==> src/rtl/decode_pkg.sv <==
// Shared definitions for the RISC-V decode stage: opcode and funct7
// constants, ALU control / operand-source encodings, the skid-buffer state
// type and the decoded-control payload carried through the buffer.
package decode_pkg;

  localparam int unsigned INSTR_W = 32;
  localparam int unsigned REG_W   = 5;

  localparam logic [6:0] OPC_LUI       = 7'b0110111;
  localparam logic [6:0] OPC_AUIPC     = 7'b0010111;
  localparam logic [6:0] OPC_JAL       = 7'b1101111;
  localparam logic [6:0] OPC_JALR      = 7'b1100111;
  localparam logic [6:0] OPC_BRANCH    = 7'b1100011;
  localparam logic [6:0] OPC_LOAD      = 7'b0000011;
  localparam logic [6:0] OPC_STORE     = 7'b0100011;
  localparam logic [6:0] OPC_OP_IMM    = 7'b0010011;
  localparam logic [6:0] OPC_OP        = 7'b0110011;
  localparam logic [6:0] OPC_OP_IMM_32 = 7'b0011011;
  localparam logic [6:0] OPC_OP_32     = 7'b0111011;

  localparam logic [6:0] F7_BASE   = 7'b0000000;
  localparam logic [6:0] F7_ALT    = 7'b0100000;
  localparam logic [6:0] F7_MULDIV = 7'b0000001;
  localparam logic [5:0] F6_BASE   = 6'b000000;
  localparam logic [5:0] F6_ALT    = 6'b010000;

  typedef enum logic [3:0] {
    ALU_ADD  = 4'b0000,
    ALU_SUB  = 4'b1000,
    ALU_SLL  = 4'b0001,
    ALU_SLT  = 4'b0010,
    ALU_SLTU = 4'b0011,
    ALU_XOR  = 4'b0100,
    ALU_SRL  = 4'b0101,
    ALU_SRA  = 4'b1101,
    ALU_OR   = 4'b0110,
    ALU_AND  = 4'b0111
  } alu_ctrl_e;

  typedef enum logic [1:0] {
    SRC_RS2    = 2'b00,
    SRC_IMM    = 2'b01,
    SRC_PC_IMM = 2'b10
  } alu_src_e;

  typedef enum logic [1:0] {
    BUF_EMPTY = 2'b00,
    BUF_HALF  = 2'b01,
    BUF_FULL  = 2'b10
  } buf_state_e;

  // Decoded control; the immediate travels separately at XLEN width.
  typedef struct packed {
    logic [REG_W-1:0] rd;
    logic [REG_W-1:0] rs1;
    logic [REG_W-1:0] rs2;
    alu_ctrl_e        alu_ctrl;
    alu_src_e         alu_src;
    logic [2:0]       br_func;
    logic [2:0]       mem_size;
    logic             we;
    logic             branch;
    logic             jump;
    logic             mem_read;
    logic             mem_write;
    logic             mem_to_reg;
    logic             word_op;
    logic             muldiv;
    logic [2:0]       md_op;
    logic             illegal;
  } ctrl_t;

  // Base (funct7 = 0) ALU operation selected directly by funct3.
  function automatic alu_ctrl_e alu_base(input logic [2:0] funct3);
    return alu_ctrl_e'({1'b0, funct3});
  endfunction

endpackage

==> src/rtl/decode_comb.sv <==
// Pure combinational RV32I/RV64I decoder: instruction word -> control
// struct plus sign-extended immediate.
// Optional feature macro: DECODE_MEXT_EN enables M-extension decode.
// Ports:
//   instr_i  32-bit instruction word
//   ctrl_o   decoded control (register indices, ALU/memory/branch control)
//   imm_o    XLEN-wide sign-extended immediate (0 for R-type)
module decode_comb
  import decode_pkg::*;
#(
  parameter int unsigned XLEN           = 32,
  parameter bit          SUPPRESS_X0_WE = 1'b1
) (
  input  logic [INSTR_W-1:0] instr_i,
  output ctrl_t              ctrl_o,
  output logic [XLEN-1:0]    imm_o
);

  localparam bit IS_RV64 = (XLEN == 64);

  logic [6:0]      opcode;
  logic [2:0]      funct3;
  logic [6:0]      funct7;
  logic [XLEN-1:0] imm_i, imm_s, imm_b, imm_u, imm_j;
  logic            sh_base, sh_alt;
  logic            illegal;

  assign opcode = instr_i[6:0];
  assign funct3 = instr_i[14:12];
  assign funct7 = instr_i[31:25];

  assign imm_i = XLEN'($signed(instr_i[31:20]));
  assign imm_s = XLEN'($signed({instr_i[31:25], instr_i[11:7]}));
  assign imm_b = XLEN'($signed({instr_i[31], instr_i[7], instr_i[30:25],
                                instr_i[11:8], 1'b0}));
  assign imm_u = XLEN'($signed({instr_i[31:12], 12'b0}));
  assign imm_j = XLEN'($signed({instr_i[31], instr_i[19:12], instr_i[20],
                                instr_i[30:21], 1'b0}));

  // RV64 shift-immediates have a 6-bit shamt, so only funct6 is checked.
  assign sh_base = IS_RV64 ? (instr_i[31:26] == F6_BASE) : (funct7 == F7_BASE);
  assign sh_alt  = IS_RV64 ? (instr_i[31:26] == F6_ALT)  : (funct7 == F7_ALT);

  always_comb begin
    ctrl_o     = '0;
    imm_o      = '0;
    illegal    = 1'b0;
    ctrl_o.rd  = instr_i[11:7];
    ctrl_o.rs1 = instr_i[19:15];
    ctrl_o.rs2 = instr_i[24:20];

    case (opcode)
      OPC_OP: begin
        ctrl_o.we = 1'b1;
        if (funct7 == F7_BASE) begin
          ctrl_o.alu_ctrl = alu_base(funct3);
        end else if (funct7 == F7_ALT && (funct3 == 3'b000 || funct3 == 3'b101)) begin
          ctrl_o.alu_ctrl = alu_ctrl_e'({1'b1, funct3});
`ifdef DECODE_MEXT_EN
        end else if (funct7 == F7_MULDIV) begin
          ctrl_o.muldiv   = 1'b1;
          ctrl_o.md_op    = funct3;
          ctrl_o.alu_ctrl = ALU_ADD;
`endif
        end else begin
          illegal = 1'b1;
        end
      end

      OPC_OP_32: begin
        ctrl_o.we      = 1'b1;
        ctrl_o.word_op = 1'b1;
        if (!IS_RV64) begin
          illegal = 1'b1;
        end else if (funct7 == F7_BASE &&
                     (funct3 == 3'b000 || funct3 == 3'b001 || funct3 == 3'b101)) begin
          ctrl_o.alu_ctrl = alu_base(funct3);
        end else if (funct7 == F7_ALT && (funct3 == 3'b000 || funct3 == 3'b101)) begin
          ctrl_o.alu_ctrl = alu_ctrl_e'({1'b1, funct3});
`ifdef DECODE_MEXT_EN
        end else if (funct7 == F7_MULDIV && (funct3 == 3'b000 || funct3[2])) begin
          ctrl_o.muldiv   = 1'b1;
          ctrl_o.md_op    = funct3;
          ctrl_o.alu_ctrl = ALU_ADD;
`endif
        end else begin
          illegal = 1'b1;
        end
      end

      OPC_OP_IMM: begin
        imm_o          = imm_i;
        ctrl_o.alu_src = SRC_IMM;
        ctrl_o.we      = 1'b1;
        case (funct3)
          3'b001: begin
            ctrl_o.alu_ctrl = ALU_SLL;
            illegal         = !sh_base;
          end
          3'b101: begin
            ctrl_o.alu_ctrl = sh_alt ? ALU_SRA : ALU_SRL;
            illegal         = !(sh_base || sh_alt);
          end
          default: ctrl_o.alu_ctrl = alu_base(funct3);
        endcase
      end

      OPC_OP_IMM_32: begin
        imm_o          = imm_i;
        ctrl_o.alu_src = SRC_IMM;
        ctrl_o.we      = 1'b1;
        ctrl_o.word_op = 1'b1;
        case (funct3)
          3'b000: ctrl_o.alu_ctrl = ALU_ADD;
          3'b001: begin
            ctrl_o.alu_ctrl = ALU_SLL;
            illegal         = (funct7 != F7_BASE);
          end
          3'b101: begin
            ctrl_o.alu_ctrl = (funct7 == F7_ALT) ? ALU_SRA : ALU_SRL;
            illegal         = !(funct7 == F7_BASE || funct7 == F7_ALT);
          end
          default: illegal = 1'b1;
        endcase
        if (!IS_RV64) illegal = 1'b1;
      end

      OPC_LOAD: begin
        imm_o             = imm_i;
        ctrl_o.alu_src    = SRC_IMM;
        ctrl_o.we         = 1'b1;
        ctrl_o.mem_read   = 1'b1;
        ctrl_o.mem_to_reg = 1'b1;
        ctrl_o.mem_size   = funct3;
        illegal = (funct3 == 3'b111) ||
                  (!IS_RV64 && (funct3 == 3'b011 || funct3 == 3'b110));
      end

      OPC_STORE: begin
        imm_o            = imm_s;
        ctrl_o.alu_src   = SRC_IMM;
        ctrl_o.mem_write = 1'b1;
        ctrl_o.mem_size  = funct3;
        illegal = (funct3 > (IS_RV64 ? 3'd3 : 3'd2));
      end

      OPC_BRANCH: begin
        imm_o           = imm_b;
        ctrl_o.branch   = 1'b1;
        ctrl_o.alu_ctrl = ALU_SUB;
        ctrl_o.br_func  = funct3;
        illegal = (funct3 == 3'b010 || funct3 == 3'b011);
      end

      OPC_JAL: begin
        imm_o          = imm_j;
        ctrl_o.alu_src = SRC_PC_IMM;
        ctrl_o.jump    = 1'b1;
        ctrl_o.we      = 1'b1;
      end

      OPC_JALR: begin
        imm_o          = imm_i;
        ctrl_o.alu_src = SRC_IMM;
        ctrl_o.jump    = 1'b1;
        ctrl_o.we      = 1'b1;
      end

      OPC_LUI: begin
        imm_o          = imm_u;
        ctrl_o.alu_src = SRC_IMM;
        ctrl_o.we      = 1'b1;
        ctrl_o.rs1     = '0;
      end

      OPC_AUIPC: begin
        imm_o          = imm_u;
        ctrl_o.alu_src = SRC_PC_IMM;
        ctrl_o.we      = 1'b1;
      end

      default: illegal = 1'b1;
    endcase

    if (instr_i[1:0] != 2'b11) illegal = 1'b1;

    // Illegal encodings must not have architectural side effects.
    if (illegal) begin
      ctrl_o.we         = 1'b0;
      ctrl_o.branch     = 1'b0;
      ctrl_o.jump       = 1'b0;
      ctrl_o.mem_read   = 1'b0;
      ctrl_o.mem_write  = 1'b0;
      ctrl_o.mem_to_reg = 1'b0;
      ctrl_o.muldiv     = 1'b0;
    end
    ctrl_o.illegal = illegal;

    if (SUPPRESS_X0_WE && ctrl_o.rd == '0) ctrl_o.we = 1'b0;
  end

endmodule

==> src/rtl/decode_stage.sv <==
// Registered, handshaked RISC-V decode stage with a two-entry skid buffer
// (main output register + skid register) and synchronous flush.
// Optional feature macro: DECODE_MEXT_EN (M-extension decode, in decode_comb).
// Ports:
//   clk_i, rst_i (async, active-high), flush_i
//   in_valid_i / in_ready_o, in_instr_i, in_pc_i      upstream
//   out_valid_o / out_ready_i, out_pc_o, out_rd_o, out_rs1_o, out_rs2_o,
//   out_imm_o, out_alu_ctrl_o, out_alu_src_o, out_br_func_o, out_mem_size_o,
//   out_we_o, out_branch_o, out_jump_o, out_mem_read_o, out_mem_write_o,
//   out_mem_to_reg_o, out_word_op_o, out_muldiv_o, out_md_op_o,
//   out_illegal_o                                     downstream
module decode_stage
  import decode_pkg::*;
#(
  parameter int unsigned XLEN           = 32,
  parameter bit          SUPPRESS_X0_WE = 1'b1
) (
  input  logic               clk_i,
  input  logic               rst_i,
  input  logic               flush_i,
  input  logic               in_valid_i,
  output logic               in_ready_o,
  input  logic [INSTR_W-1:0] in_instr_i,
  input  logic [XLEN-1:0]    in_pc_i,
  output logic               out_valid_o,
  input  logic               out_ready_i,
  output logic [XLEN-1:0]    out_pc_o,
  output logic [REG_W-1:0]   out_rd_o,
  output logic [REG_W-1:0]   out_rs1_o,
  output logic [REG_W-1:0]   out_rs2_o,
  output logic [XLEN-1:0]    out_imm_o,
  output logic [3:0]         out_alu_ctrl_o,
  output logic [1:0]         out_alu_src_o,
  output logic [2:0]         out_br_func_o,
  output logic [2:0]         out_mem_size_o,
  output logic               out_we_o,
  output logic               out_branch_o,
  output logic               out_jump_o,
  output logic               out_mem_read_o,
  output logic               out_mem_write_o,
  output logic               out_mem_to_reg_o,
  output logic               out_word_op_o,
  output logic               out_muldiv_o,
  output logic [2:0]         out_md_op_o,
  output logic               out_illegal_o
);

  ctrl_t           dec_ctrl_d;
  logic [XLEN-1:0] dec_imm_d;

  buf_state_e      state_q;
  logic            in_ready_q, out_valid_q;
  ctrl_t           main_ctrl_q, skid_ctrl_q;
  logic [XLEN-1:0] main_imm_q, skid_imm_q;
  logic [XLEN-1:0] main_pc_q, skid_pc_q;
  logic            accept;

  decode_comb #(
    .XLEN          (XLEN),
    .SUPPRESS_X0_WE(SUPPRESS_X0_WE)
  ) u_decode_comb (
    .instr_i(in_instr_i),
    .ctrl_o (dec_ctrl_d),
    .imm_o  (dec_imm_d)
  );

  assign accept = in_valid_i && in_ready_q;

  // Skid-buffer FSM; main register always holds the oldest entry.
  always_ff @(posedge clk_i or posedge rst_i) begin
    if (rst_i) begin
      state_q     <= BUF_EMPTY;
      in_ready_q  <= 1'b1;
      out_valid_q <= 1'b0;
      main_ctrl_q <= '0;
      main_imm_q  <= '0;
      main_pc_q   <= '0;
      skid_ctrl_q <= '0;
      skid_imm_q  <= '0;
      skid_pc_q   <= '0;
    end else if (flush_i) begin
      state_q     <= BUF_EMPTY;
      in_ready_q  <= 1'b1;
      out_valid_q <= 1'b0;
    end else begin
      case (state_q)
        BUF_EMPTY: begin
          if (accept) begin
            main_ctrl_q <= dec_ctrl_d;
            main_imm_q  <= dec_imm_d;
            main_pc_q   <= in_pc_i;
            out_valid_q <= 1'b1;
            state_q     <= BUF_HALF;
          end
        end
        BUF_HALF: begin
          if (accept && out_ready_i) begin
            main_ctrl_q <= dec_ctrl_d;
            main_imm_q  <= dec_imm_d;
            main_pc_q   <= in_pc_i;
          end else if (accept) begin
            skid_ctrl_q <= dec_ctrl_d;
            skid_imm_q  <= dec_imm_d;
            skid_pc_q   <= in_pc_i;
            in_ready_q  <= 1'b0;
            state_q     <= BUF_FULL;
          end else if (out_ready_i) begin
            out_valid_q <= 1'b0;
            state_q     <= BUF_EMPTY;
          end
        end
        BUF_FULL: begin
          if (out_ready_i) begin
            main_ctrl_q <= skid_ctrl_q;
            main_imm_q  <= skid_imm_q;
            main_pc_q   <= skid_pc_q;
            in_ready_q  <= 1'b1;
            state_q     <= BUF_HALF;
          end
        end
        default: begin
          state_q     <= BUF_EMPTY;
          in_ready_q  <= 1'b1;
          out_valid_q <= 1'b0;
        end
      endcase
    end
  end

  assign in_ready_o       = in_ready_q;
  assign out_valid_o      = out_valid_q;
  assign out_pc_o         = main_pc_q;
  assign out_imm_o        = main_imm_q;
  assign out_rd_o         = main_ctrl_q.rd;
  assign out_rs1_o        = main_ctrl_q.rs1;
  assign out_rs2_o        = main_ctrl_q.rs2;
  assign out_alu_ctrl_o   = main_ctrl_q.alu_ctrl;
  assign out_alu_src_o    = main_ctrl_q.alu_src;
  assign out_br_func_o    = main_ctrl_q.br_func;
  assign out_mem_size_o   = main_ctrl_q.mem_size;
  assign out_we_o         = main_ctrl_q.we;
  assign out_branch_o     = main_ctrl_q.branch;
  assign out_jump_o       = main_ctrl_q.jump;
  assign out_mem_read_o   = main_ctrl_q.mem_read;
  assign out_mem_write_o  = main_ctrl_q.mem_write;
  assign out_mem_to_reg_o = main_ctrl_q.mem_to_reg;
  assign out_word_op_o    = main_ctrl_q.word_op;
  assign out_muldiv_o     = main_ctrl_q.muldiv;
  assign out_md_op_o      = main_ctrl_q.md_op;
  assign out_illegal_o    = main_ctrl_q.illegal;

endmodule

==> config.mk <==
export PLATFORM = sky130hd
export DESIGN_NAME = decode_stage
export DESIGN_NICKNAME = d
export VERILOG_FILES = /design/src/rtl/decode_pkg.sv /design/src/rtl/decode_comb.sv /design/src/rtl/decode_stage.sv
export SDC_FILE = /design/constraint.sdc
export NUM_CORES = 1
export LEC_CHECK = 0
export CORE_MARGIN = 2
export CORE_UTILIZATION = 56
export DETAILED_ROUTE_END_ITERATION = 8
export MAX_ROUTING_LAYER = met4
export PLACE_DENSITY = 0.85
export SLEW_MARGIN = 0
export SYNTH_ARGS = -nofsm -noshare
export SYNTH_HDL_FRONTEND = slang
export SYNTH_SLANG_ARGS = --single-unit
==> constraint.sdc <==
create_clock -name clk_i -period 24.7 [get_ports clk_i]
set_input_delay 7.41 -clock clk_i [delete_from_list [all_inputs] [get_ports clk_i]]
set_output_delay 7.41 -clock clk_i [all_outputs]
set_load 0.01 [all_outputs]
# ---- After elaboration in Yosys (flattened, before gate mapping)
# Cells that the tools add are included.
dict set report classes {
  n_bitwise 2
  muxes 54
  magnitude_cmp 1
  eq_ne 33
  n_reduce_logical 29
}
# op count
set op_table {}
lappend op_table {{two-way mux 32 bit} 6}
lappend op_table {{one-hot mux 32 bit (3 select lines)} 2}
lappend op_table {{one-hot mux 32 bit (5 select lines)} 1}
lappend op_table {{two-way mux 39 bit} 3}
lappend op_table {{one-hot mux 39 bit (3 select lines)} 1}
lappend op_table {{== test 7 x 6 -> 1 bit, second input constant} 5}
lappend op_table {{== test 7 x 5 -> 1 bit, second input constant} 3}
lappend op_table {{== test 7 bit, second input constant} 3}
lappend op_table {{two-way mux 1 bit} 19}
lappend op_table {{inequality test 3 bit, second input constant} 6}
lappend op_table {{one-hot mux 4 bit (2 select lines)} 2}
lappend op_table {{one-hot mux 4 bit (4 select lines)} 1}
lappend op_table {{two-way mux 2 bit} 6}
lappend op_table {{two-way mux 4 bit} 3}
lappend op_table {{inequality test 2 bit, second input constant} 6}
lappend op_table {{AND reduction 4 bit} 3}
lappend op_table {{AND reduction 5 bit} 2}
lappend op_table {{OR reduction 2 bit} 5}
lappend op_table {{== test 3 bit, second input constant} 3}
lappend op_table {{OR reduction 9 bit} 1}
lappend op_table {{OR reduction 4 bit} 2}
lappend op_table {{== test 7 x 2 -> 1 bit, second input constant} 1}
lappend op_table {{logical NOT 7 bit} 1}
lappend op_table {{== test 3 x 2 -> 1 bit, second input constant} 2}
lappend op_table {{other kinds (22)} 32}
dict set report word_totals {
  wordCells 158
  regBits 206
}

# ---- Longest topological paths before layout
# Gate-level depths: netlist of the first run.
dict set report logic_depth {
  ltp_word 11
  ltp_mapped 8
  ltp_nobuf 5
}

# ---- Cells and area by module
# A second synthesis of the first run with hierarchy kept.
dict set report hier_totals {
  hier_cells 853
  hier_area_um2 9838.2
}
# mod cells_per_inst area_each_um2 seq_area_each_um2 n_inst
set by_module_without_submodules {}
lappend by_module_without_submodules {decode_stage 691 8829.7 5256.3 1}
lappend by_module_without_submodules {decode_comb 162 1008.5 0.0 1}

# ---- Worst setup path before layout of the first run
# No wires, ideal clock.
dict set report synth_path {
  path_type {input port to flip-flop}
  start {in in_instr_i[14]}
  end {reg skid_ctrl_q[0] in the netlist's numbering}
  setup_slack_ns 15.813
  cell_stages 5
  required_time_ns 24.575
  arrival_time_ns 8.762
  path_cell_list {clkbuf_1 -> nor2b_1 -> a2111o_1 -> a211o_1 -> mux2_2}
}
dict set report synth_between {
  elab_chain_cells 7
}
# item line
set synth_lines {}
lappend synth_lines {{start, declared} decode_stage.sv:23} ;# input logic [INSTR_W-1:0] in_instr_i,
lappend synth_lines {{== test 3 bit / logical NOT 3 bit (equally long branches)} {decode_comb.sv:57, decode_comb.sv:95}}
lappend synth_lines {{logical OR 1 bit} -}
lappend synth_lines {{logical AND 1 bit} -}
lappend synth_lines {{two-way mux 1 bit} decode_comb.sv:57} ;# end else if (funct7 == F7_ALT && (funct3 == 3'b000 || funct3 == 3'b101)) begin
lappend synth_lines {{two-way mux 1 bit} decode_comb.sv:55} ;# if (funct7 == F7_BASE) begin
lappend synth_lines {{one-hot mux 1 bit (6 select lines) (*)} decode_comb.sv:52} ;# case (opcode)
lappend synth_lines {{two-way mux 1 bit (*)} decode_comb.sv:185} ;# if (instr_i[1:0] != 2'b11) illegal = 1'b1;
lappend synth_lines {{end signal, assigned} decode_stage.sv:102} ;# skid_ctrl_q <= dec_ctrl_d;
lappend synth_lines {{end, declared} decode_stage.sv:53} ;# ctrl_t main_ctrl_q, skid_ctrl_q;
# Mark *: on every way between the ends. The rest lies on a longest branch, timed or not.
# A chain may end at the register's enable or synchronous reset.

# ---- Worst setup path after layout of the first run
dict set report layout_path {
  start {in out_ready_i}
  end {reg main_imm_q[27], in the netlist out_imm_o[27]}
}
dict set report layout_between {
  elab_chain_cells 3
}
# item line
set layout_lines {}
lappend layout_lines {{start, declared} decode_stage.sv:26} ;# input logic out_ready_i,
lappend layout_lines {{logical AND 1 bit} decode_stage.sv:97} ;# if (accept && out_ready_i) begin
lappend layout_lines {{inequality test 2 bit (no line)} -}
lappend layout_lines {{AND reduction 5 bit (no line) (*)} -}
lappend layout_lines {{end signal, assigned} decode_stage.sv:90} ;# main_imm_q <= dec_imm_d;
lappend layout_lines {{end signal, assigned} decode_stage.sv:99} ;# main_imm_q <= dec_imm_d;
lappend layout_lines {{end signal, assigned} decode_stage.sv:115} ;# main_imm_q <= skid_imm_q;
lappend layout_lines {{end, declared} decode_stage.sv:54} ;# logic [XLEN-1:0] main_imm_q, skid_imm_q;
# Marked as above.

==> flow_summary.html, run 1 <==
<table>
<tr><th>Metric</th><th>Value</th></tr>
<tr><th colspan="2">Status</th></tr>
<tr><td>Status</td><td>completed</td></tr>
<tr><th colspan="2">CTS</th></tr>
<tr><td>Total number of H-tree levels</td><td>4</td></tr>
<tr><td>Cts-stage hold buffer count</td><td>0</td></tr>
<tr><td>TritonCTS Buffers</td><td>17</td></tr>
<tr><td>Number of gates given a new drive strength after cts</td><td>0</td></tr>
<tr><td>Count of clock tree sinks</td><td>200</td></tr>
<tr><td>Maximum buffer depth of the clock tree</td><td>2</td></tr>
<tr><td>Clock-pin slew reported for the worst setup and hold paths after clock tree synthesis</td><td>0.07 ns</td></tr>
<tr><td>Clock insertion delay at the later pin of the skew report</td><td>0.44 ns</td></tr>
<tr><td>CTS tree</td><td>built</td></tr>
<tr><td>CTS root buf</td><td>sky130_fd_sc_hd__clkbuf_16</td></tr>
<tr><td>Setup Fix Bufs, Post-CTS</td><td>0</td></tr>
<tr><th colspan="2">Critical path</th></tr>
<tr><td>CP Max Fanout</td><td>101</td></tr>
<tr><td>Delay-heaviest family, CP</td><td>buffers and inverters</td></tr>
<tr><td>Data arrival time of the critical path</td><td>10.17 ns</td></tr>
<tr><td>Type of element launching the critical path</td><td>primary input</td></tr>
<tr><td>Most frequent cell on the critical path</td><td>sky130_fd_sc_hd__buf_4</td></tr>
<tr><td>Critical-path cell with the highest stage delay</td><td>sky130_fd_sc_hd__buf_4</td></tr>
<tr><td>Launch point of the worst reg-to-reg path</td><td>state_q[0]$_DFFE_PP0P_</td></tr>
<tr><td>Startpoint of the worst setup timing path</td><td>out_ready_i</td></tr>
<tr><td>Data required time of the critical path</td><td>between 20 and 30 ns</td></tr>
<tr><td>Buffers &amp; Inverters on Critical Path</td><td>3</td></tr>
<tr><td>Critical path's largest stage delay</td><td>slightly below 0.8 ns</td></tr>
<tr><td>Critical path class</td><td>in -&gt; reg</td></tr>
<tr><td>Cell chain of the critical path</td><td>clkdlybuf4s50_1, nand4b_1, a31oi_4, buf_4, buf_4, o21ai_0, a21oi_1</td></tr>
<tr><td>Endpoint class of the critical path</td><td>flip-flop</td></tr>
<tr><th colspan="2">Die</th></tr>
<tr><td>Die outline width</td><td>131 um</td></tr>
<tr><td>Starting density of the core</td><td>0.570</td></tr>
<tr><td>Die Y-Extent</td><td>131 um</td></tr>
<tr><td>IO Count</td><td>174</td></tr>
<tr><td>Die footprint</td><td>approximately 17000 um2</td></tr>
<tr><td>Number of placement rows</td><td>46</td></tr>
<tr><td>Core area</td><td>15800 um2</td></tr>
<tr><th colspan="2">Logic synthesis</th></tr>
<tr><td>Most instantiated flip-flop cell in the synthesis netlist</td><td>sky130_fd_sc_hd__dfrtp_1</td></tr>
<tr><td>Yosys warning count</td><td>0</td></tr>
<tr><td>Post-synth design cell area</td><td>between 8000 and 9000 um2</td></tr>
<tr><td>Mean area per synthesized cell</td><td>8.60 um2</td></tr>
<tr><td>Gate count of the mapped netlist</td><td>1044</td></tr>
<tr><td>Synth unique cells</td><td>49</td></tr>
<tr><td>EDFF count, synth</td><td>0</td></tr>
<tr><td>Sequential cell area fraction in the yosys report</td><td>0.557</td></tr>
<tr><td>Proportion of synthesized flip-flops having asynchronous set or reset</td><td>1.00</td></tr>
<tr><td>Post-synthesis sequential element count</td><td>200</td></tr>
<tr><th colspan="2">Timing</th></tr>
<tr><td># setup viols final</td><td>0</td></tr>
<tr><td>RSZ-0062 raised after global routing</td><td>false</td></tr>
<tr><td>Post-route fraction of the period consumed by the critical path</td><td>0.397</td></tr>
<tr><td>Maximum clock rate</td><td>102 MHz</td></tr>
<tr><td>Worst-margin pin slew</td><td>1.00 ns</td></tr>
<tr><td>Relative slew margins</td><td>0.332</td></tr>
<tr><td>Final critical delay including setup and external delays</td><td>9.81 ns</td></tr>
<tr><td>Final Hold Fails</td><td>0</td></tr>
<tr><td>Number of max-slew violations in the final report</td><td>0</td></tr>
<tr><td>Clock skew</td><td>0.0137 ns</td></tr>
<tr><td>Final setup TNS</td><td>0 ns</td></tr>
<tr><th colspan="2">Placement</th></tr>
<tr><td>GPL Wtd Cong</td><td>0.894</td></tr>
<tr><td>Hpwl dp</td><td>approximately 15 mm</td></tr>
<tr><td>Buffers added on ports</td><td>around 170</td></tr>
<tr><th colspan="2">Global route</th></tr>
<tr><td>Maximum number of pins on one net before global-route repair</td><td>144</td></tr>
<tr><td>Global-route wire length before repair</td><td>roughly 39 mm</td></tr>
<tr><td>Total global routing overflow</td><td>0</td></tr>
<tr><td>Number of global-route vias before repair</td><td>~7800</td></tr>
<tr><td>GR Util All Layers</td><td>0.308</td></tr>
<tr><td>Number of antenna violations at the first check in global routing</td><td>0</td></tr>
<tr><th colspan="2">Finish</th></tr>
<tr><td>Combined area of the multi-input logic cells</td><td>3670 um2</td></tr>
<tr><td>Most used cells in the layout excluding fill and tap cells</td><td>sky130_fd_sc_hd__nand2_1, sky130_fd_sc_hd__dfrtp_1, sky130_fd_sc_hd__clkdlybuf4s50_1</td></tr>
<tr><td>Sequential cell area</td><td>between 5000 and 6000 um2</td></tr>
<tr><td># nets final</td><td>1232</td></tr>
<tr><td>Relative area change from synthesis to final layout</td><td>26.2%</td></tr>
<tr><td>Leading cell type in the layout, fill and taps excluded</td><td>sky130_fd_sc_hd__nand2_1</td></tr>
<tr><td>Count of filler cells inserted in the layout</td><td>1205</td></tr>
<tr><td>Fraction of layout instances using a drive strength above 1</td><td>0.0476</td></tr>
<tr><td>Number of diodes added for antenna fixing</td><td>0</td></tr>
<tr><th colspan="2">Pwr</th></tr>
<tr><td>Maximum vdd drop</td><td>roughly 0.000057 V</td></tr>
<tr><td>Cell-internal power</td><td>639 uW</td></tr>
<tr><td>Reported net switching power</td><td>262 uW</td></tr>
<tr><td>Switching Share</td><td>0.291</td></tr>
<tr><td>Proportion of power drawn by flip-flops and latches</td><td>0.474</td></tr>
<tr><td>Gate power share</td><td>0.211</td></tr>
<tr><td>Areal power density over the cells</td><td>79.5 nW/um2</td></tr>
<tr><td>Total Power</td><td>approximately 900 uW</td></tr>
<tr><td>Static Leakage</td><td>4.98 nW</td></tr>
<tr><td>Clk pwr share</td><td>0.314</td></tr>
<tr><th colspan="2">Route</th></tr>
<tr><td>First-pass DRT Iterations</td><td>6</td></tr>
<tr><td>Total vias in the final route</td><td>8123</td></tr>
<tr><td>Via-to-Cell Ratio</td><td>5.84</td></tr>
<tr><td>Post-route antenna net violation count</td><td>0</td></tr>
<tr><td>Violation count after the first detailed-routing iteration</td><td>~940</td></tr>
<tr><td>DR DRC count</td><td>0</td></tr>
<tr><td>WL per Instance</td><td>17.5 um</td></tr>
<tr><td>Wire length after detailed routing</td><td>24.4 mm</td></tr>
<tr><th colspan="2">Min path</th></tr>
<tr><td>Hold path startpoint</td><td>skid_pc_q[29]$_DFFE_PP0P_</td></tr>
<tr><td>Hold Crit Class</td><td>reg -&gt; reg</td></tr>
<tr><th colspan="2">Job</th></tr>
<tr><td>Number of violations of the max-capacitance limit</td><td>0</td></tr>
</table>
## sequential cells by signal, summed over array words and instances, names as in the netlist, 2 cells and up
register,count
out_alu_ctrl_o,4
out_alu_src_o,2
out_br_func_o,3
out_imm_o,32
out_mem_size_o,3
out_pc_o,32
out_rd_o,5
out_rs1_o,5
out_rs2_o,5
skid_ctrl_q,34
skid_imm_q,32
skid_pc_q,32
state_q,2
## cell type report
type	instances	share of cell area
Clock buffer	18	0.0388
Clock inverter	14	0.0146
Tap cell	216	0.0238
Timing Repair Buffer	179	0.156
Sequential cell	200	0.442
Inverter	3	0.00166
Multi-Input combinational cell	762	0.324
## tightest hold or removal path, stage by stage, from the launching register on
cell and delay [ns]:
sky130_fd_sc_hd__dfrtp_1 0.34, sky130_fd_sc_hd__nand2_1 0.05, sky130_fd_sc_hd__nand2_1 0.06
## cell families (layout without fill, tap and decap cells)
kind of cell | Yosys count | after routing | synth area share
AND/OR/NAND/NOR | 534 | 534 | 0.254
AO/OA/AOI/OAI | 222 | 222 | 0.146
flip-flops | 200 | 200 | 0.557
buffers and inverters | 85 | 214 | 0.0401
other | 1 | 4 | 0.000417
XOR/XNOR | 1 | 1 | 0.000975
multiplexers | 1 | 1 | 0.00125
## stage by stage
stage / std cells / utilization / setup slack (ns) / instance area (um2) / hold WS [ns]
after global placement: 1360 / 0.680 / 14.54 / 10700 / 0.444
after detailed placement: 1360 / 0.680 / 14.47 / 10700 / 0.457
final: 1392 / 0.719 / 14.89 / 11300 / 0.475
after floorplan: 1047 / - / 11.84 / 8990 / 0.433
after CTS: 1392 / 0.719 / 14.93 / 11300 / 0.475
after global routing: 1392 / 0.719 / 14.58 / 11300 / 0.493
## metal layers
metal | vias to the layer above | part of all wire | global-route usage
met4 | 0 | 0.030 | 0.117
met3 | 61 | 0.089 | 0.0680
met5 | - | 0 | -
li1 | 3764 | - | -
met1 | 3907 | 0.41 | 0.415
met2 | 391 | 0.47 | 0.464
## worst paths after layout
kind	slack, ns	endpoint	depth (start not counted)
min in group asynchronous	7.55	out_imm_o[15]$_DFFE_PP0P_	2
max in group asynchronous	15.73	skid_ctrl_q[14]$_DFFE_PP0P_	3
setup / recovery	14.89	out_imm_o[27]$_DFFE_PP0P_	7
hold reg to reg	0.48	skid_pc_q[29]$_DFFE_PP0P_	2
setup reg to reg	21.83	out_imm_o[27]$_DFFE_PP0P_	6
hold / removal	0.48	skid_pc_q[29]$_DFFE_PP0P_	2
## Yosys cell counts, drive strengths merged, types with 2 or more instances
| library cell | n | area (um2) |
|---|---|---|
| a2111oi | 3 | 26.3 |
| o41ai | 3 | 33.8 |
| o22ai | 2 | 12.5 |
| dfrtp | 199 | 4980 |
| a211o | 2 | 17.5 |
| a211oi | 3 | 22.5 |
| o21ai | 64 | 320 |
| nand3b | 2 | 15.0 |
| nand4b | 2 | 17.5 |
| nand3 | 45 | 225 |
| a21oi | 59 | 295 |
| buf | 29 | 150 |
| inv | 3 | 11.3 |
| and3 | 22 | 138 |
| nand4bb | 2 | 22.5 |
| or3 | 13 | 81.3 |
| a21o | 2 | 15.0 |
| a22oi | 3 | 22.5 |
| and2 | 4 | 27.5 |
| nand2b | 8 | 50.1 |
| o21a | 2 | 15.0 |
| a31oi | 63 | 394 |
| nor2 | 86 | 323 |
| a31o | 2 | 17.5 |
| nand2 | 329 | 1230 |
| clkbuf | 53 | 199 |
| a32oi | 5 | 43.8 |
| nor2b | 5 | 31.3 |
| and3b | 2 | 17.5 |
| o211ai | 5 | 37.5 |
| nor3 | 6 | 30.0 |
| nor4 | 3 | 18.8 |
## power groups by stage
stage	registers, mW	logic, mW	clock network, mW
2_1_floorplan	0.438	0.0811	0
3_3_place_gp	0.430	0.184	0
6_report	0.427	0.191	0.283
4_1_cts	0.426	0.191	0.286
3_5_place_dp	0.431	0.191	0
5_1_grt	0.435	0.211	0.301
Power figures use the tool's default switching activity.
==> inputs of run 2 (changes only) <==
Settings changed: CORE_UTILIZATION 56 to 47, PLACE_DENSITY 0.85 to 0.76.
Clock period 24.7 ns to 8.84 ns, I/O delays scaled along.
==> flow_summary.html, run 2 (synthesis results as in run 1) <==
<table>
<tr><th>Metric</th><th>Value</th></tr>
<tr><th colspan="2">Finish</th></tr>
<tr><td>Number of diodes added for antenna fixing</td><td>0 (unchanged)</td></tr>
<tr><td>Fraction of layout instances using a drive strength above 1</td><td>0.0443 (was 0.0476)</td></tr>
<tr><td>Combined area of the multi-input logic cells</td><td>3670 um2 (unchanged)</td></tr>
<tr><td>Number of flip-flops under the largest register name</td><td>34 (unchanged)</td></tr>
<tr><td>Number of standard cells in the layout, taps in and fillers out</td><td>1408 (was 1392)</td></tr>
<tr><td>Sequential cell area</td><td>5010 um2 (unchanged)</td></tr>
<tr><td>Largest register by flop count</td><td>skid_ctrl_q (unchanged)</td></tr>
<tr><td>Most used cells in the layout excluding fill and tap cells</td><td>sky130_fd_sc_hd__nand2_1, sky130_fd_sc_hd__dfrtp_1, sky130_fd_sc_hd__clkdlybuf4s50_1 (unchanged)</td></tr>
<tr><td>Count of filler cells inserted in the layout</td><td>1663 (was 1205)</td></tr>
<tr><td>Leading cell type in the layout, fill and taps excluded</td><td>sky130_fd_sc_hd__nand2_1 (unchanged)</td></tr>
<tr><td>Cell area after layout</td><td>11300 um2 (about the same)</td></tr>
<tr><td>Relative area change from synthesis to final layout</td><td>25.8% (was 26.2%)</td></tr>
<tr><td>Fraction of the core area covered by cells at the end of the flow</td><td>0.604 (was 0.719)</td></tr>
<tr><td># nets final</td><td>1231 (was 1232)</td></tr>
<tr><th colspan="2">Die</th></tr>
<tr><td>Core area</td><td>18700 um2 (was 15800 um2)</td></tr>
<tr><td>Number of placement rows</td><td>50 (was 46)</td></tr>
<tr><td>Die Y-Extent</td><td>142 um (was 131 um)</td></tr>
<tr><td>Die footprint</td><td>20200 um2 (was 17100 um2)</td></tr>
<tr><td>Starting density of the core</td><td>0.480 (was 0.570)</td></tr>
<tr><td>IO Count</td><td>174 (unchanged)</td></tr>
<tr><td>Die outline width</td><td>142 um (was 131 um)</td></tr>
<tr><th colspan="2">Critical path</th></tr>
<tr><td>Startpoint of the worst setup timing path</td><td>out_ready_i (unchanged)</td></tr>
<tr><td>Count of cell instances traversed by the critical path</td><td>7 (unchanged)</td></tr>
<tr><td>R2R setup slack</td><td>5.93 ns (was 21.83 ns)</td></tr>
<tr><td>Launch point of the worst reg-to-reg path</td><td>state_q[0]$_DFFE_PP0P_ (unchanged)</td></tr>
<tr><td>Worst reg2reg path depth</td><td>6 (unchanged)</td></tr>
<tr><td>Critical path class</td><td>in -&gt; reg (unchanged)</td></tr>
<tr><td>CP Max Fanout</td><td>108 (was 101)</td></tr>
<tr><td>Endpoint class of the critical path</td><td>flip-flop (unchanged)</td></tr>
<tr><td>Destination of the critical timing path</td><td>out_pc_o[22]$_DFFE_PP0P_ (was out_imm_o[27]$_DFFE_PP0P_)</td></tr>
<tr><td>Cell chain of the critical path</td><td>clkdlybuf4s50_1, nand4b_1, a31oi_4, buf_4, buf_4, nor2_1, a31oi_1 (was clkdlybuf4s50_1, nand4b_1, a31oi_4, buf_4, buf_4, o21ai_0, a21oi_1)</td></tr>
<tr><td>Critical path's largest stage delay</td><td>0.83 ns (was 0.78 ns)</td></tr>
<tr><td>Data arrival time of the critical path</td><td>5.46 ns (was 10.17 ns)</td></tr>
<tr><td>Critical-path cell with the highest stage delay</td><td>sky130_fd_sc_hd__buf_4 (unchanged)</td></tr>
<tr><td>Most frequent cell on the critical path</td><td>sky130_fd_sc_hd__buf_4 (unchanged)</td></tr>
<tr><td>Data required time of the critical path</td><td>9.18 ns (was 25.05 ns)</td></tr>
<tr><td>Destination of the worst register-to-register timing path</td><td>out_pc_o[22]$_DFFE_PP0P_ (was out_imm_o[27]$_DFFE_PP0P_)</td></tr>
<tr><td>Delay-heaviest family, CP</td><td>buffers and inverters (unchanged)</td></tr>
<tr><td>Type of element launching the critical path</td><td>primary input (unchanged)</td></tr>
<tr><td>Buffers &amp; Inverters on Critical Path</td><td>3 (unchanged)</td></tr>
<tr><th colspan="2">CTS</th></tr>
<tr><td>Maximum buffer depth of the clock tree</td><td>2 (unchanged)</td></tr>
<tr><td>Setup Fix Bufs, Post-CTS</td><td>0 (unchanged)</td></tr>
<tr><td>CTS tree</td><td>built (unchanged)</td></tr>
<tr><td>TritonCTS Buffers</td><td>17 (unchanged)</td></tr>
<tr><td>Clock insertion delay at the later pin of the skew report</td><td>0.43 ns (was 0.44 ns)</td></tr>
<tr><td>Number of gates given a new drive strength after cts</td><td>0 (unchanged)</td></tr>
<tr><td>Total number of H-tree levels</td><td>4 (unchanged)</td></tr>
<tr><td>Cts-stage hold buffer count</td><td>0 (unchanged)</td></tr>
<tr><td>Count of clock tree sinks</td><td>200 (unchanged)</td></tr>
<tr><td>CTS root buf</td><td>sky130_fd_sc_hd__clkbuf_16 (unchanged)</td></tr>
<tr><td>Clock-pin slew reported for the worst setup and hold paths after clock tree synthesis</td><td>0.07 ns (about the same)</td></tr>
<tr><th colspan="2">Route</th></tr>
<tr><td>Post-route antenna net violation count</td><td>0 (unchanged)</td></tr>
<tr><td>DR DRC count</td><td>0 (unchanged)</td></tr>
<tr><td>Violation count after the first detailed-routing iteration</td><td>784 (was 936)</td></tr>
<tr><td>First-pass DRT Iterations</td><td>5 (was 6)</td></tr>
<tr><td>WL per Instance</td><td>17.5 um (about the same)</td></tr>
<tr><td>Total vias in the final route</td><td>7987 (was 8123)</td></tr>
<tr><td>Via-to-Cell Ratio</td><td>5.67 (was 5.84)</td></tr>
<tr><td>Wire length after detailed routing</td><td>24.6 mm (was 24.4 mm)</td></tr>
<tr><th colspan="2">Global route</th></tr>
<tr><td>Total global routing overflow</td><td>0 (unchanged)</td></tr>
<tr><td>Number of antenna violations at the first check in global routing</td><td>0 (unchanged)</td></tr>
<tr><td>Maximum number of pins on one net before global-route repair</td><td>124 (was 144)</td></tr>
<tr><td>Number of global-route vias before repair</td><td>7653 (was 7849)</td></tr>
<tr><td>Global-route wire length before repair</td><td>39.5 mm (was 39.4 mm)</td></tr>
<tr><td>GR Util All Layers</td><td>0.254 (was 0.308)</td></tr>
<tr><th colspan="2">Timing</th></tr>
<tr><td>Maximum clock rate</td><td>about 200 MHz</td></tr>
<tr><td>Clock skew</td><td>0.00854 ns (was 0.0137 ns)</td></tr>
<tr><td>Number of max-slew violations in the final report</td><td>0 (unchanged)</td></tr>
<tr><td>Post-route fraction of the period consumed by the critical path</td><td>0.579</td></tr>
<tr><td>Final setup TNS</td><td>0 ns (unchanged)</td></tr>
<tr><td>Final Hold Fails</td><td>0 (unchanged)</td></tr>
<tr><td>RSZ-0062 raised after global routing</td><td>false (unchanged)</td></tr>
<tr><td># setup viols final</td><td>0 (unchanged)</td></tr>
<tr><td>Relative slew margins</td><td>0.234 (was 0.332)</td></tr>
<tr><td>Worst-margin pin slew</td><td>1.15 ns (was 1.00 ns)</td></tr>
<tr><td>Final critical delay including setup and external delays</td><td>around 5.1 ns</td></tr>
<tr><th colspan="2">Min path</th></tr>
<tr><td>Hold path startpoint</td><td>skid_imm_q[11]$_DFFE_PP0P_ (was skid_pc_q[29]$_DFFE_PP0P_)</td></tr>
<tr><td>Worst Hold Path Cells</td><td>2 (unchanged)</td></tr>
<tr><td>Hold Crit Class</td><td>reg -&gt; reg (unchanged)</td></tr>
<tr><th colspan="2">Pwr</th></tr>
<tr><td>Areal power density over the cells</td><td>218 nW/um2 (was 79.5 nW/um2)</td></tr>
<tr><td>Maximum vdd drop</td><td>0.000138 V (was 0.0000569 V)</td></tr>
<tr><td>Static Leakage</td><td>4.96 nW (was 4.98 nW)</td></tr>
<tr><th colspan="2">Placement</th></tr>
<tr><td>Cell count after placement</td><td>1377 (was 1360)</td></tr>
<tr><td>Total placed instance area</td><td>10700 um2 (about the same)</td></tr>
<tr><td>Hpwl dp</td><td>15.4 mm (was 15.3 mm)</td></tr>
<tr><td>GPL Wtd Cong</td><td>0.854 (was 0.894)</td></tr>
<tr><td>Buffers added on ports</td><td>169 (unchanged)</td></tr>
<tr><th colspan="2">Job</th></tr>
<tr><td>Number of violations of the max-capacitance limit</td><td>0 (unchanged)</td></tr>
<tr><th colspan="2">Status</th></tr>
<tr><td>Status</td><td>completed (unchanged)</td></tr>
</table>
run 2: power breakdown:
group	total, mW	leakage [nW]	switching [mW]	internal, mW
clock	0.745	0.270	0.341	0.404
sequential	1.19	2.51	0.103	1.09
combinational	0.528	2.19	0.265	0.263
total	2.47	4.96	0.709	1.76
run 2: final cells by class:
| cell class | instances | area share |
|---|---|---|
| Multi-Input combinational cell | 762 | 0.325 |
| Tap cell | 234 | 0.0259 |
| Sequential cell | 200 | 0.443 |
| Inverter | 3 | 0.00166 |
| Timing Repair Buffer | 178 | 0.156 |
| Clock buffer | 21 | 0.0407 |
| Clock inverter | 10 | 0.00842 |
run 2: per-stage QoR:
stage	hold slack [ns]	worst slack (ns)	power, mW
finish	0.469	3.72	2.47
global route	0.491	3.45	2.59
CTS	0.473	3.74	2.48
detailed placement	0.457	3.30	1.74
global placement	0.450	3.35	1.72
floorplan	0.433	0.736	1.45
run 2: tightest hold or removal path, stage by stage, from the launching register on:
cell and delay, ns:
sky130_fd_sc_hd__dfrtp_1 0.34, sky130_fd_sc_hd__nand2_1 0.05, sky130_fd_sc_hd__nand2_1 0.05
run 2: metal layers:
metal,share of wire,global-route usage,up-vias,wire (um)
met5,0,-,-,0
met4,0.023,0.0953,0,561
met3,0.063,0.0363,40,1550
met2,0.47,0.387,288,11600
met1,0.44,0.349,3902,10900
li1,-,-,3757,-
run 2: how the worst min path moves through the flow:
stage                            endpoint  slack (ns)
3_5_place_dp   skid_imm_q[11]$_DFFE_PP0P_        0.46
3_3_place_gp   skid_imm_q[11]$_DFFE_PP0P_        0.45
6_report       skid_imm_q[11]$_DFFE_PP0P_        0.47
2_1_floorplan  skid_imm_q[11]$_DFFE_PP0P_        0.43
5_1_grt         skid_pc_q[30]$_DFFE_PP0P_        0.49
4_1_cts        skid_imm_q[11]$_DFFE_PP0P_        0.47
==> inputs of run 3 (changes only) <==
Settings changed: CORE_UTILIZATION 47 to 52, PLACE_DENSITY 0.76 to 0.8.
Clock period 8.84 ns to 4.77 ns, I/O delays scaled along.
==> flow_summary.html, run 3 (synthesis results as in run 1) <==
<table>
<tr><th>Metric</th><th>Value</th></tr>
<tr><th colspan="2">Pwr</th></tr>
<tr><td>Gate power share</td><td>0.214 (about the same)</td></tr>
<tr><td>Cell-internal power</td><td>3.31 mW (was 1.76 mW)</td></tr>
<tr><td>Maximum vdd drop</td><td>0.000279 V (was 0.000138 V)</td></tr>
<tr><td>Switching Share</td><td>0.288 (was 0.287)</td></tr>
<tr><td>Clk pwr share</td><td>0.311 (was 0.302)</td></tr>
<tr><td>Areal power density over the cells</td><td>407 nW/um2 (was 218 nW/um2)</td></tr>
<tr><td>Proportion of power drawn by flip-flops and latches</td><td>0.475 (was 0.484)</td></tr>
<tr><td>Total Power</td><td>4.65 mW (was 2.47 mW)</td></tr>
<tr><td>Static Leakage</td><td>5.02 nW (was 4.96 nW)</td></tr>
<tr><td>Reported net switching power</td><td>1.34 mW (was 709 uW)</td></tr>
<tr><th colspan="2">Global route</th></tr>
<tr><td>Maximum number of pins on one net before global-route repair</td><td>201 (was 124)</td></tr>
<tr><td>GR Util All Layers</td><td>0.282 (was 0.254)</td></tr>
<tr><td>Global-route wire length before repair</td><td>39.4 mm (was 39.5 mm)</td></tr>
<tr><td>Total global routing overflow</td><td>0 (unchanged)</td></tr>
<tr><td>Number of antenna violations at the first check in global routing</td><td>0 (unchanged)</td></tr>
<tr><td>Number of global-route vias before repair</td><td>7630 (was 7653)</td></tr>
<tr><th colspan="2">Timing</th></tr>
<tr><td>Maximum clock rate</td><td>258 MHz</td></tr>
<tr><td>Post-layout worst setup margin</td><td>0.887 ns (was 3.72 ns)</td></tr>
<tr><td># setup viols final</td><td>0 (unchanged)</td></tr>
<tr><td>Relative slew margins</td><td>0.120 (was 0.234)</td></tr>
<tr><td>Final setup TNS</td><td>0 ns (unchanged)</td></tr>
<tr><td>Number of max-slew violations in the final report</td><td>0 (unchanged)</td></tr>
<tr><td>RSZ-0062 raised after global routing</td><td>false (unchanged)</td></tr>
<tr><td>Worst-margin pin slew</td><td>1.31 ns (was 1.15 ns)</td></tr>
<tr><td>Post-route fraction of the period consumed by the critical path</td><td>0.814</td></tr>
<tr><td>Clock skew</td><td>0.0104 ns (was 0.00854 ns)</td></tr>
<tr><td>Final Hold Fails</td><td>0 (unchanged)</td></tr>
<tr><td>Final critical delay including setup and external delays</td><td>3.88 ns</td></tr>
<tr><th colspan="2">Critical path</th></tr>
<tr><td>Data required time of the critical path</td><td>5.02 ns (was 9.18 ns)</td></tr>
<tr><td>Endpoint class of the critical path</td><td>flip-flop (unchanged)</td></tr>
<tr><td>Critical path class</td><td>in -&gt; reg (unchanged)</td></tr>
<tr><td>Type of element launching the critical path</td><td>primary input (unchanged)</td></tr>
<tr><td>CP Max Fanout</td><td>14 (was 108)</td></tr>
<tr><td>Data arrival time of the critical path</td><td>4.13 ns (was 5.46 ns)</td></tr>
<tr><th colspan="2">CTS</th></tr>
<tr><td>Cts-stage hold buffer count</td><td>0 (unchanged)</td></tr>
<tr><td>CTS tree</td><td>built (unchanged)</td></tr>
<tr><td>Clock-pin slew reported for the worst setup and hold paths after clock tree synthesis</td><td>0.07 ns (about the same)</td></tr>
<tr><td>Maximum buffer depth of the clock tree</td><td>2 (unchanged)</td></tr>
<tr><td>Count of clock tree sinks</td><td>200 (unchanged)</td></tr>
<tr><td>TritonCTS Buffers</td><td>17 (unchanged)</td></tr>
<tr><td>Clock insertion delay at the later pin of the skew report</td><td>0.43 ns (about the same)</td></tr>
<tr><td>Total number of H-tree levels</td><td>4 (unchanged)</td></tr>
<tr><td>Setup Fix Bufs, Post-CTS</td><td>0 (unchanged)</td></tr>
<tr><td>CTS root buf</td><td>sky130_fd_sc_hd__clkbuf_16 (unchanged)</td></tr>
<tr><td>Number of gates given a new drive strength after cts</td><td>0 (unchanged)</td></tr>
<tr><th colspan="2">Route</th></tr>
<tr><td>Violation count after the first detailed-routing iteration</td><td>765 (was 784)</td></tr>
<tr><td>Post-route antenna net violation count</td><td>0 (unchanged)</td></tr>
<tr><td>Via-to-Cell Ratio</td><td>5.73 (was 5.67)</td></tr>
<tr><td>WL per Instance</td><td>17.6 um (was 17.5 um)</td></tr>
<tr><td>First-pass DRT Iterations</td><td>5 (unchanged)</td></tr>
<tr><td>DR DRC count</td><td>0 (unchanged)</td></tr>
<tr><td>Wire length after detailed routing</td><td>24.7 mm (was 24.6 mm)</td></tr>
<tr><td>Total vias in the final route</td><td>8072 (was 7987)</td></tr>
<tr><th colspan="2">Finish</th></tr>
<tr><td>Sequential cell area</td><td>5010 um2 (unchanged)</td></tr>
<tr><td>Combined area of the multi-input logic cells</td><td>3670 um2 (unchanged)</td></tr>
<tr><td>Number of diodes added for antenna fixing</td><td>0 (unchanged)</td></tr>
<tr><td>Most used cells in the layout excluding fill and tap cells</td><td>sky130_fd_sc_hd__nand2_1, sky130_fd_sc_hd__dfrtp_1, sky130_fd_sc_hd__clkdlybuf4s50_1 (unchanged)</td></tr>
<tr><td>Count of filler cells inserted in the layout</td><td>1400 (was 1663)</td></tr>
<tr><td>Relative area change from synthesis to final layout</td><td>27.0% (was 25.8%)</td></tr>
<tr><td>Fraction of the core area covered by cells at the end of the flow</td><td>0.667 (was 0.604)</td></tr>
<tr><td>Number of flip-flops under the largest register name</td><td>34 (unchanged)</td></tr>
<tr><td>Largest register by flop count</td><td>skid_ctrl_q (unchanged)</td></tr>
<tr><td>Fraction of layout instances using a drive strength above 1</td><td>0.0532 (was 0.0443)</td></tr>
<tr><td># nets final</td><td>1240 (was 1231)</td></tr>
<tr><td>Leading cell type in the layout, fill and taps excluded</td><td>sky130_fd_sc_hd__nand2_1 (unchanged)</td></tr>
<tr><th colspan="2">Placement</th></tr>
<tr><td>Hpwl dp</td><td>15.8 mm (was 15.4 mm)</td></tr>
<tr><td>Buffers added on ports</td><td>169 (unchanged)</td></tr>
<tr><td>Worst setup slack after placement</td><td>0.492 ns (was 3.30 ns)</td></tr>
<tr><td>GPL Wtd Cong</td><td>0.838 (was 0.854)</td></tr>
<tr><th colspan="2">Min path</th></tr>
<tr><td>Hold Crit Class</td><td>reg -&gt; reg (unchanged)</td></tr>
<tr><th colspan="2">Die</th></tr>
<tr><td>Number of placement rows</td><td>48 (was 50)</td></tr>
<tr><td>Starting density of the core</td><td>0.525 (was 0.480)</td></tr>
<tr><td>Die Y-Extent</td><td>135 um (was 142 um)</td></tr>
<tr><td>Core area</td><td>17100 um2 (was 18700 um2)</td></tr>
<tr><td>IO Count</td><td>174 (unchanged)</td></tr>
<tr><td>Die footprint</td><td>18300 um2 (was 20200 um2)</td></tr>
<tr><td>Die outline width</td><td>135 um (was 142 um)</td></tr>
<tr><th colspan="2">Job</th></tr>
<tr><td>Number of violations of the max-capacitance limit</td><td>0 (unchanged)</td></tr>
<tr><th colspan="2">Status</th></tr>
<tr><td>Status</td><td>completed (unchanged)</td></tr>
</table>
[run 3: power by group through the flow]
stage	Sequential (mW)	Clock, mW	Combinational, mW
detailed placement	2.23	0	0.994
finish	2.21	1.45	0.994
CTS	2.21	1.46	1.00
global placement	2.22	0	0.969
global route	2.25	1.53	1.09
floorplan	2.27	0	0.420
[run 3: layout make-up]
type                    count  area share
clock buffers              19      0.0388
clock inverters            13      0.0127
inverters                   3     0.00132
multi-input cells         762       0.321
flip-flops and latches    200       0.439
well taps                 225      0.0247
repair buffers            187       0.162
[run 3: stage by stage]
stage                     hold slack [ns]  std cells  instance area, um2
after floorplan                     0.433       1047                9000
after global placement              0.449       1377               10800
after detailed placement            0.462       1377               10800
after CTS                           0.478       1409               11400
after global routing                0.490       1409               11400
final                               0.475       1409               11400
[run 3: per-layer routing]
metal  routed length, um  GRT usage  share of wire
met1               10600      0.384           0.43
met2               11900      0.441           0.48
met3                1600     0.0400          0.065
met4                 588     0.0955          0.024
met5                   0          -              0
[run 3: path summary, 6_finish.rpt]
| path | slack, ns | depth (start not counted) | start | end |
|---|---|---|---|---|
| worst max register to register | 2.21 | 4 | state_q[0]$_DFFE_PP0P_ | out_imm_o[21]$_DFFE_PP0P_ |
| worst max-delay path | 0.89 | 6 | in_instr_i[2] | out_imm_o[21]$_DFFE_PP0P_ |
| min in group asynchronous | 1.57 | 3 | rst_i | out_imm_o[17]$_DFFE_PP0P_ |
| worst min register to register | 0.47 | 2 | skid_imm_q[11]$_DFFE_PP0P_ | skid_imm_q[11]$_DFFE_PP0P_ |
| max in group asynchronous | 2.25 | 3 | rst_i | skid_ctrl_q[21]$_DFFE_PP0P_ |
| worst min-delay path | 0.47 | 2 | skid_imm_q[11]$_DFFE_PP0P_ | skid_imm_q[11]$_DFFE_PP0P_ |
[run 3: worst max-delay path: stages]
cell and delay, ns:
sky130_fd_sc_hd__clkdlybuf4s50_1 0.71, sky130_fd_sc_hd__nor2b_1 0.22, sky130_fd_sc_hd__a2111oi_0 0.08, sky130_fd_sc_hd__o21a_1 0.32, sky130_fd_sc_hd__a211oi_1 1.15, sky130_fd_sc_hd__a21oi_1 0.21
